--- src/rtl/display_scan_ctrl.sv ---
// display_scan_ctrl: time-multiplexed 4-digit display scanner.
// Each digit is lit for DIV cycles and then blanked for DEAD cycles.
// New display words are double-buffered and committed only at the
// 3->0 frame wrap (or at once while the scanner is off), so disp never
// changes in the middle of a frame.
// Every output is a register. an is computed from next-state values so
// that it lines up with state/sel in the same cycle.
module display_scan_ctrl #(
  parameter int DIV  = 100000,
  parameter int DEAD = 1000
) (
  input  logic        clk,
  input  logic        reset,
  input  logic        enable,
  input  logic        load,
  input  logic [15:0] value,
  input  logic        lz_en,
  output logic [15:0] disp,
  output logic [1:0]  sel,
  output logic [3:0]  an,
  output logic        load_ack
);

  localparam int CMAX = (DIV > DEAD) ? DIV : DEAD;
  localparam int CW   = (CMAX > 1) ? $clog2(CMAX) : 1;
  localparam logic [CW-1:0] DIV_LAST  = CW'(DIV - 1);
  localparam logic [CW-1:0] DEAD_LAST = (DEAD > 0) ? CW'(DEAD - 1) : {CW{1'b0}};

  localparam logic [1:0] ST_OFF   = 2'd0;
  localparam logic [1:0] ST_SHOW  = 2'd1;
  localparam logic [1:0] ST_BLANK = 2'd2;

  logic [1:0]    state_r, state_s;
  logic [CW-1:0] cnt_r, cnt_s;
  logic [1:0]    sel_r, sel_s;
  logic [3:0]    an_r, an_s;
  logic [15:0]   disp_r, disp_s;
  logic [15:0]   pend_r;
  logic          pend_v_r;
  logic          load_ack_r;
  logic          wrap_s;
  logic          commit_s;
  logic          blank_digit_s;
  logic          z3_s, z2_s, z1_s;

  // Next-state logic for the scan FSM, counter and digit select.
  always_comb begin
    state_s = state_r;
    cnt_s   = cnt_r;
    sel_s   = sel_r;
    wrap_s  = 1'b0;
    if (!enable) begin
      state_s = ST_OFF;
      cnt_s   = {CW{1'b0}};
      sel_s   = 2'd0;
    end else begin
      case (state_r)
        ST_OFF: begin
          state_s = ST_SHOW;
          cnt_s   = {CW{1'b0}};
          sel_s   = 2'd0;
        end
        ST_SHOW: begin
          if (cnt_r == DIV_LAST) begin
            cnt_s = {CW{1'b0}};
            if (DEAD == 0) begin
              // No blanking: step straight to the next digit.
              sel_s  = sel_r + 2'd1;
              wrap_s = (sel_r == 2'd3);
            end else begin
              state_s = ST_BLANK;
            end
          end else begin
            cnt_s = cnt_r + {{(CW-1){1'b0}}, 1'b1};
          end
        end
        ST_BLANK: begin
          if (cnt_r == DEAD_LAST) begin
            cnt_s   = {CW{1'b0}};
            sel_s   = sel_r + 2'd1;
            state_s = ST_SHOW;
            wrap_s  = (sel_r == 2'd3);
          end else begin
            cnt_s = cnt_r + {{(CW-1){1'b0}}, 1'b1};
          end
        end
        default: begin
          state_s = ST_OFF;
          cnt_s   = {CW{1'b0}};
          sel_s   = 2'd0;
        end
      endcase
    end
  end

  // Commit decision and the display word that will be visible next cycle.
  always_comb begin
    if (state_r == ST_OFF) begin
      commit_s = pend_v_r;
    end else begin
      commit_s = wrap_s & pend_v_r;
    end
    if (commit_s) begin
      disp_s = pend_r;
    end else begin
      disp_s = disp_r;
    end
  end

  // Anode pattern for next cycle, including leading-zero suppression.
  always_comb begin
    z3_s = (disp_s[15:12] == 4'h0);
    z2_s = z3_s & (disp_s[11:8] == 4'h0);
    z1_s = z2_s & (disp_s[7:4] == 4'h0);
    case (sel_s)
      2'd3:    blank_digit_s = lz_en & z3_s;
      2'd2:    blank_digit_s = lz_en & z2_s;
      2'd1:    blank_digit_s = lz_en & z1_s;
      default: blank_digit_s = 1'b0;
    endcase
    if ((state_s == ST_SHOW) && !blank_digit_s) begin
      an_s = ~(4'b0001 << sel_s);
    end else begin
      an_s = 4'b1111;
    end
  end

  // Scan state, counter, select and anode registers.
  always_ff @(posedge clk or posedge reset) begin
    if (reset) begin
      state_r <= ST_OFF;
      cnt_r   <= {CW{1'b0}};
      sel_r   <= 2'd0;
      an_r    <= 4'b1111;
    end else begin
      state_r <= state_s;
      cnt_r   <= cnt_s;
      sel_r   <= sel_s;
      an_r    <= an_s;
    end
  end

  // Pending buffer, committed display word and acknowledge pulse.
  always_ff @(posedge clk or posedge reset) begin
    if (reset) begin
      pend_r     <= 16'h0000;
      pend_v_r   <= 1'b0;
      disp_r     <= 16'h0000;
      load_ack_r <= 1'b0;
    end else begin
      if (load) begin
        pend_r <= value;
      end else begin
        pend_r <= pend_r;
      end
      // A load in the commit cycle re-arms the buffer with the new word.
      pend_v_r   <= load | (pend_v_r & ~commit_s);
      disp_r     <= disp_s;
      load_ack_r <= commit_s;
    end
  end

  assign disp     = disp_r;
  assign sel      = sel_r;
  assign an       = an_r;
  assign load_ack = load_ack_r;

endmodule

--- config.mk ---
export PLATFORM = sky130hd
export DESIGN_NAME = display_scan_ctrl
export DESIGN_NICKNAME = d
export VERILOG_FILES = /design/src/rtl/display_scan_ctrl.sv
export SDC_FILE = /design/constraint.sdc
export NUM_CORES = 1
export LEC_CHECK = 0
export CAP_MARGIN = 25
export CORE_MARGIN = 4
export CORE_UTILIZATION = 57
export DETAILED_ROUTE_END_ITERATION = 16
export PLACE_DENSITY = 0.85
export SETUP_SLACK_MARGIN = 0.2
export SYNTH_ARGS = -nofsm -noshare
export SYNTH_HDL_FRONTEND = slang
export SYNTH_SLANG_ARGS = --single-unit
export TNS_END_PERCENT = 5
--- constraint.sdc ---
create_clock -name clk -period 6.6 [get_ports clk]
set_input_delay 0.99 -clock clk [delete_from_list [all_inputs] [get_ports clk]]
set_output_delay 0.99 -clock clk [all_outputs]
set_load 0.01 [all_outputs]
==> qor.yml, run 1 <==
run_status:
  status: "completed"
place:
  port-buffer-count: 43
  post-place-ws_ns: 3.33
  placed_cells: 328
  place_area_mm2: 0.00328
  dp_hpwl_um: 3840
  gp_congestion: 0.835
pwr:
  power_switching_mw: 0.236
  peakVddDrop_mv: 0.214
  p_total_mw: 0.931
  power_leakage_nw: 1.43
  combPwrFrac_pct: 19.2
  seqPwrFrac_pct: 47.0
  p_clk_share_pct: 33.8
  p_sw_share_pct: 25.3
  pwr_density_cell_mw_per_mm2: 268
  internal_power_mw: 0.695
cells_and_area:
  n_antenna_cell: 0
  finish.utilization_pct: 72.9
  final_cells: 343
  area_growth_pct: 23.5
  drive_gt1_share_pct: 23.6
  design_area_mm2: 0.00347
  fin_nets: 303
worst_setup_path:
  path_cells: "or4_4 -> o41ai_2 -> nand2b_1 -> mux2_2 -> nor2b_1 -> ha_1 -> and2_1 -> a2111oi_2 -> o211ai_1"
  slowest_stage: "or4_4"
  crit_family: "simple AND/OR/NAND/NOR gates"
  endpoint_kind: "register"
  crit_path_max_fanout: 5
  path_buf_inv: 0
  worstPathArrival_ns: 3.41
  start_kind: "register"
  critPathMaxStageDelay_ns: 0.57
  worstPathRequired_ns: 6.83
  path_class: "register to register"
clocking:
  clock_latency_ns: 0.33
  cts_tree: "yes"
  htree_levels: 3
  path_clk_slew_ns: 0.06
  cts-root-buf: "clkbuf_8"
  hold_buffers: 0
  postCtsResizedCells: 0
  clkSinkCount: 59
  post-cts-setup-buffers: 0
  clockBufferDepth: 2
  cts_buffers: 9
global_routing:
  antenna_found_initial: 0
  grt_remaining_overflow: 0
  grt_pass1_vias: 1869
  grt.total_usage_pct: 18.7
  grt_start_max_net_pins: 60
  grt_pass1_wl_um: 8760
route:
  drt-pass1-iter-count: 4
  ant_nets: 0
  wire_per_inst_um: 15.1
  drc_errors: 0
  drt_iter0_markers: 108
  vias: 1864
  drt_wl_total_um: 5180
  via_per_inst: 5.43
synthesis:
  synth-edff-count: 0
  synth_mux_area_share_pct: 15.0
  synth_warnings: 0
  synth_cell_types: 45
  syn-num-nets: 254
  synthSimpleGateAreaFrac_pct: 15.2
  syn-cell-area_mm2: 0.00281
  synthAdderAreaFrac_pct: 4.45
  synth_compound_area_share_pct: 5.08
  synth_seq_area_share_pct: 52.7
  synth_xor_area_share_pct: 4.68
  synth_flop_cell: "dfrtp_1"
  avgSynthCellArea_um2: 12.6
  synth_top_family_by_area: "simple AND/OR/NAND/NOR gates"
  ys_seq_elements: 59
  syn_inst: 223
  async_flop_share_pct: 100
timing:
  setup_ws_ns: 3.42
  worst_pin_slew_ns: 1.03
  fmax_mhz: 314
  max_slew_margin_pct: 31.5
  hold_violations: 0
  period_share_pct: 48.2
  finalSetupViolCount: 0
  finalSetupTns_ns: 0
  grt_setup_unrepaired: "false"
  fin_crit_ns: 3.18
  fin_skew_ns: 0.00684
  slew_viol_final: 0
  hold_ws_ns: 0.491
floorplanning:
  core_area_mm2: 0.00475
  die_area_mm2: 0.00612
  ios: 44
  dieHeight_um: 78.2
  row_count: 25
  die_w_um: 78.2
  initial_core_util_pct: 59.1
run:
  maxCapViolCount: 0
min_path:
  hp-class: "register to register"
## registers in the layout, indices dropped and copies added (netlist names)
| register | count |
|---|---|
| cnt_r | 17 |
| disp | 16 |
| pend_r | 16 |
| an | 4 |
| sel | 2 |
| state_r | 2 |
| load_ack | 1 |
| pend_v_r | 1 |
## cell usage after synthesis, types with 2 or more instances
library cell | count | share of area (%)
nor2b_1 | 3 | 0.67
nor3_1 | 2 | 0.36
nand2b_1 | 2 | 0.45
nor4_1 | 5 | 1.1
a22o_1 | 2 | 0.62
clkbuf_1 | 2 | 0.27
mux2_4 | 10 | 5.3
nand4_1 | 3 | 0.67
nand2_1 | 10 | 1.3
and3_2 | 2 | 0.53
inv_1 | 7 | 0.94
o211ai_1 | 2 | 0.53
and3_1 | 2 | 0.45
a21oi_1 | 2 | 0.36
xor2_1 | 8 | 2.5
nand3_1 | 12 | 2.1
a211oi_1 | 2 | 0.53
nor2_1 | 22 | 2.9
xnor2_1 | 7 | 2.2
dfrtp_1 | 55 | 49
ha_1 | 10 | 4.5
and2_1 | 2 | 0.45
o41ai_1 | 2 | 0.62
mux2_2 | 24 | 9.6
dfstp_2 | 4 | 3.7
buf_4 | 2 | 0.53
## per-layer routing
layer	GRT usage, %	share of wire (%)
met1	23.7	45
met2	30.3	50
met3	4.36	3.7
met4	8.92	1.9
met5	0	0
## power by group through the flow
stage	Clock, mW	Sequential [mW]	Combinational (mW)
finish	0.315	0.438	0.179
global route	0.338	0.443	0.190
CTS	0.321	0.438	0.181
detailed placement	0	0.444	0.181
global placement	0	0.440	0.175
floorplan	0	0.448	0.0859
## cell type report
class | count | area (um2)
Clock buffer | 10 | 138
Clock inverter | 5 | 53.8
Fill cell | 334 | 1290
Inverter | 7 | 26.3
Multi-Input combinational cell | 151 | 1250
Sequential cell | 59 | 1480
Tap cell | 67 | 83.8
Timing Repair Buffer | 44 | 438
## final timing paths
kind | startpoint | end | slack, ns | depth (start not counted)
worst max register to register | cnt_r[12]$_DFF_PP0_ | an[1]$_DFF_PP1_ | 3.42 | 9
worst min register to register | cnt_r[0]$_DFF_PP0_ | cnt_r[0]$_DFF_PP0_ | 0.49 | 1
min in group asynchronous | reset | disp[2]$_DFFE_PP0N_ | 1.19 | 3
max in group asynchronous | reset | sel[0]$_DFF_PP0_ | 4.95 | 3
worst min-delay path | cnt_r[0]$_DFF_PP0_ | cnt_r[0]$_DFF_PP0_ | 0.49 | 1
worst max-delay path | cnt_r[12]$_DFF_PP0_ | an[1]$_DFF_PP1_ | 3.42 | 9
## cells by family (layout without fill, tap and decap cells)
family,count (synthesis),count (layout)
flip-flops,59,59
adder cells (fa/ha/maj),10,10
buffers and inverters,13,66
AO/OA/AOI/OAI,16,16
AND/OR/NAND/NOR,76,76
XOR/XNOR,15,15
multiplexers,34,34
## cells in the final DEF, fill, tap and decap left out, types with 2 or more instances in the layout
cell | synthesis | routed
nor2b_1 | 3 | 3
a21oi_1 | 2 | 2
nand3_1 | 12 | 12
and2_1 | 2 | 2
nand2_1 | 10 | 10
xor2_1 | 8 | 8
nand4_1 | 3 | 3
inv_1 | 7 | 6
mux2_4 | 10 | 10
and3_2 | 2 | 2
xnor2_1 | 7 | 7
nand2b_1 | 2 | 2
nor2_1 | 22 | 22
a22o_1 | 2 | 2
clkdlybuf4s50_1 | 0 | 43
clkbuf_8 | 0 | 10
mux2_2 | 24 | 24
nor4_1 | 5 | 5
a211oi_1 | 2 | 2
o41ai_1 | 2 | 2
and3_1 | 2 | 2
clkinv_2 | 0 | 3
nor3_1 | 2 | 2
o211ai_1 | 2 | 2
ha_1 | 10 | 10
dfrtp_1 | 55 | 55
dfstp_2 | 4 | 4
Note: power is estimated with default switching activity, not from simulation.
==> run 2: changes to the inputs <==
- CORE_UTILIZATION: 57 -> 48
- PLACE_DENSITY: 0.85 -> 0.76
- clock period: 6.6 -> 2.75 ns (I/O delays scaled with it)
==> run 2 against run 1 <==
Compared with the run above: the flow now finishes with violations (negative setup slack); setup slack worse by 3.4 ns; routed wire length up 13%; register-to-register slack got worse by 3.4 ns; clock-buffer cell count did not move; non-clock buffer count increased by 12; global-route usage down 1.2 points; cell area up 5.9%; total power is 150% higher; via count is 3.6% higher; die area grew 17%; first-iteration DRC count is 6.5% higher.
==> qor.yml, run 2 (same netlist as run 1, synthesis figures left out) <==
place:
  gp_congestion: 0.783  # -6.3%
  post-place-ws_ns: -0.00550  # -3.34 ns
  dp_hpwl_um: 4160  # +8.4%
  place_area_mm2: 0.00344  # +5.1%
  port-buffer-count: 43  # unchanged
global_routing:
  grt_remaining_overflow: 0  # unchanged
  grt_start_max_net_pins: 32  # -47%
  antenna_found_initial: 0  # unchanged
  grt_pass1_wl_um: 9760  # +11%
  grt_pass1_vias: 1973  # +5.6%
  grt.total_usage_pct: 17.5  # -1.2 points
worst_setup_path:
  r2r_end: "an[3]$_DFF_PP1_"
  worstPathRequired_ns: 3.00  # -3.83 ns
  rrSetupSlack_ns: -0.006  # -3.42 ns
  crit_path_end: "an[3]$_DFF_PP1_"
  reg2reg_depth: 10  # +1
  slowest_stage: "or4b_4"
  path_cells: "or4b_4 -> o41ai_4 -> nand2b_1 -> mux2_4 -> nand3_2 -> ha_4 -> o41ai_1 -> nand3_1 -> mux2_4 -> o211ai_1"
  start_kind: "register"
  endpoint_kind: "register"
  startpoint: "cnt_r[15]$_DFF_PP0_"
  crit_path_max_fanout: 3  # -2
  path_class: "register to register"
  cp_common_cell: "mux2_4"
  r2r_start: "cnt_r[15]$_DFF_PP0_"
  critPathMaxStageDelay_ns: 0.57  # about the same
  worstPathArrival_ns: 3.01  # -0.40 ns
clocking:
  clkSinkCount: 59  # unchanged
  clockBufferDepth: 2  # unchanged
  path_clk_slew_ns: 0.07  # about the same
  cts-root-buf: "clkbuf_8"
  cts_tree: "yes"
  clock_latency_ns: 0.34  # about the same
  htree_levels: 3  # unchanged
  cts_buffers: 9  # unchanged
cells_and_area:
  drive_gt1_share_pct: 31.1  # +7.6 points
  regMostFlops: "cnt_r"
  multi_input_area_mm2: 0.00133  # +6.8%
  n_antenna_cell: 0  # unchanged
  nFillCells: 437  # +31%
  design_area_mm2: 0.00367  # +5.9%
  area.sequential_mm2: 0.00148  # unchanged
  most-common-layout-cells: "dfrtp_1 (55), clkdlybuf4s50_1 (43), mux2_2 (23), nor2_1 (22), buf_4 (12)"
  fin_nets: 315  # +4.0%
  largest_register_ffs: 17  # unchanged
  area_growth_pct: 30.7
  final_common_cell: "dfrtp_1"
floorplanning:
  die_w_um: 84.5  # +8.1%
  dieHeight_um: 84.5  # +8.1%
  row_count: 27  # +8.0%
  initial_core_util_pct: 50.1  # -9.0 points
  die_area_mm2: 0.00714  # +17%
  ios: 44  # unchanged
  core_area_mm2: 0.00561  # +18%
timing:
  worst_pin_slew_ns: 0.872  # -0.156 ns
  fmax_mhz: 363  # +15%
  setup_ws_ns: -0.00641  # -3.42 ns
  hold_violations: 0  # unchanged
  finalSetupViolCount: 1  # +1
  period_share_pct: 100  # +52 points
  fin_crit_ns: 2.76  # -0.426 ns
  fin_skew_ns: 0.0105  # +0.00369 ns
  slew_viol_final: 0  # unchanged
  grt_setup_unrepaired: "true"
  max_slew_margin_pct: 41.7  # +10 points
pwr:
  pwr_density_cell_mw_per_mm2: 621  # +130%
  peakVddDrop_mv: 0.433  # +100%
  power_leakage_nw: 1.51  # +5.1%
route:
  drt_iter0_markers: 115  # +6.5%
  vias: 1932  # +3.6%
  wire_per_inst_um: 16.2  # +7.4%
  ant_nets: 0  # unchanged
  via_per_inst: 5.35  # -1.5%
  drt_wl_total_um: 5850  # +13%
  drc_errors: 0  # unchanged
  drt-pass1-iter-count: 4  # unchanged
run_status:
  violations: "negative setup slack"
  status: "finished, violations left"
run:
  maxCapViolCount: 0  # unchanged
min_path:
  hp-class: "primary input to async pin"
## run 2: cell types whose count changed in the layout (fill, tap and decap cells not counted), moves of 2 or more
cell        before  now
nand3_1         12    9
buf_4            1   12
and2_4           0    2
nand3_2          0    3
clkinvlp_4       0    2
and2_1           2    0
nor2b_1          3    1
ha_1            10    8
## run 2: metrics by stage
step                utilization [%]  std cells  power, mW  TNS (ns)  hold WS, ns
floorplan                         -        223       1.28         0        0.452
global placement               61.4        344       1.49         0        0.466
detailed placement             61.4        344       1.51  -0.00550        0.490
CTS                            65.2        360       2.30   -0.0123        0.485
global route                   65.5        361       2.39    -0.132        0.521
finish                         65.5        361       2.28  -0.00641        0.475
## run 2: worst min-delay path by stage
stage | start | endpoint | slack [ns] | cells after the start
3_3_place_gp | cnt_r[0]$_DFF_PP0_ | cnt_r[0]$_DFF_PP0_ | 0.47 | 1
3_5_place_dp | cnt_r[0]$_DFF_PP0_ | cnt_r[0]$_DFF_PP0_ | 0.49 | 1
5_1_grt | reset | cnt_r[12]$_DFF_PP0_ | 0.52 | 2
2_1_floorplan | cnt_r[0]$_DFF_PP0_ | cnt_r[0]$_DFF_PP0_ | 0.45 | 1
6_report | reset | pend_r[9]$_DFFE_PP0P_ | 0.47 | 2
4_1_cts | reset | cnt_r[12]$_DFF_PP0_ | 0.49 | 2
## run 2: critical path, delay by kind of cell, from the launching register on
kind | cells | cell delay (ns)
muxes | 2 | 0.58
DFF | 1 | 0.37
AOI/OAI and AO/OA | 3 | 0.57
adders and majority gates | 1 | 0.22
and+or+nand+nor | 4 | 0.91
## run 2: final cells by class
cell class              instances  share of cell area [%]
inverters                       7                   0.716
clock inverters                 6                    1.74
multi-input cells             151                    36.3
repair buffers                 56                    14.7
well taps                      72                    2.45
clock buffers                  10                    3.75
flip-flops and latches         59                    40.3
## run 2: timing repair
| item | in CTS | in global routing |
|---|---|---|
| pin swaps | 1 | 1 |
| gates cloned | 0 | 0 |
| endpoints found under the setup margin | 3 | 3 |
| hold buffers | 0 | 0 |
| resized for setup | 1 | 2 |
| buffers inserted | 0 | 1 |
## run 2: per-layer routing
| metal | vias up | GRT usage (%) | routed length, um |
|---|---|---|---|
| li1 | 915 | - | - |
| met1 | 961 | 23.0 | 2700 |
| met2 | 45 | 26.8 | 2760 |
| met3 | 11 | 4.61 | 270 |
| met4 | 0 | 8.92 | 125 |
| met5 | - | 0 | 0 |
## run 2: power breakdown
group	internal (mW)	total [mW]	switching [mW]
sequential	0.968	1.05	0.0806
clock	0.442	0.792	0.350
combinational	0.272	0.441	0.169
total	1.68	2.28	0.599
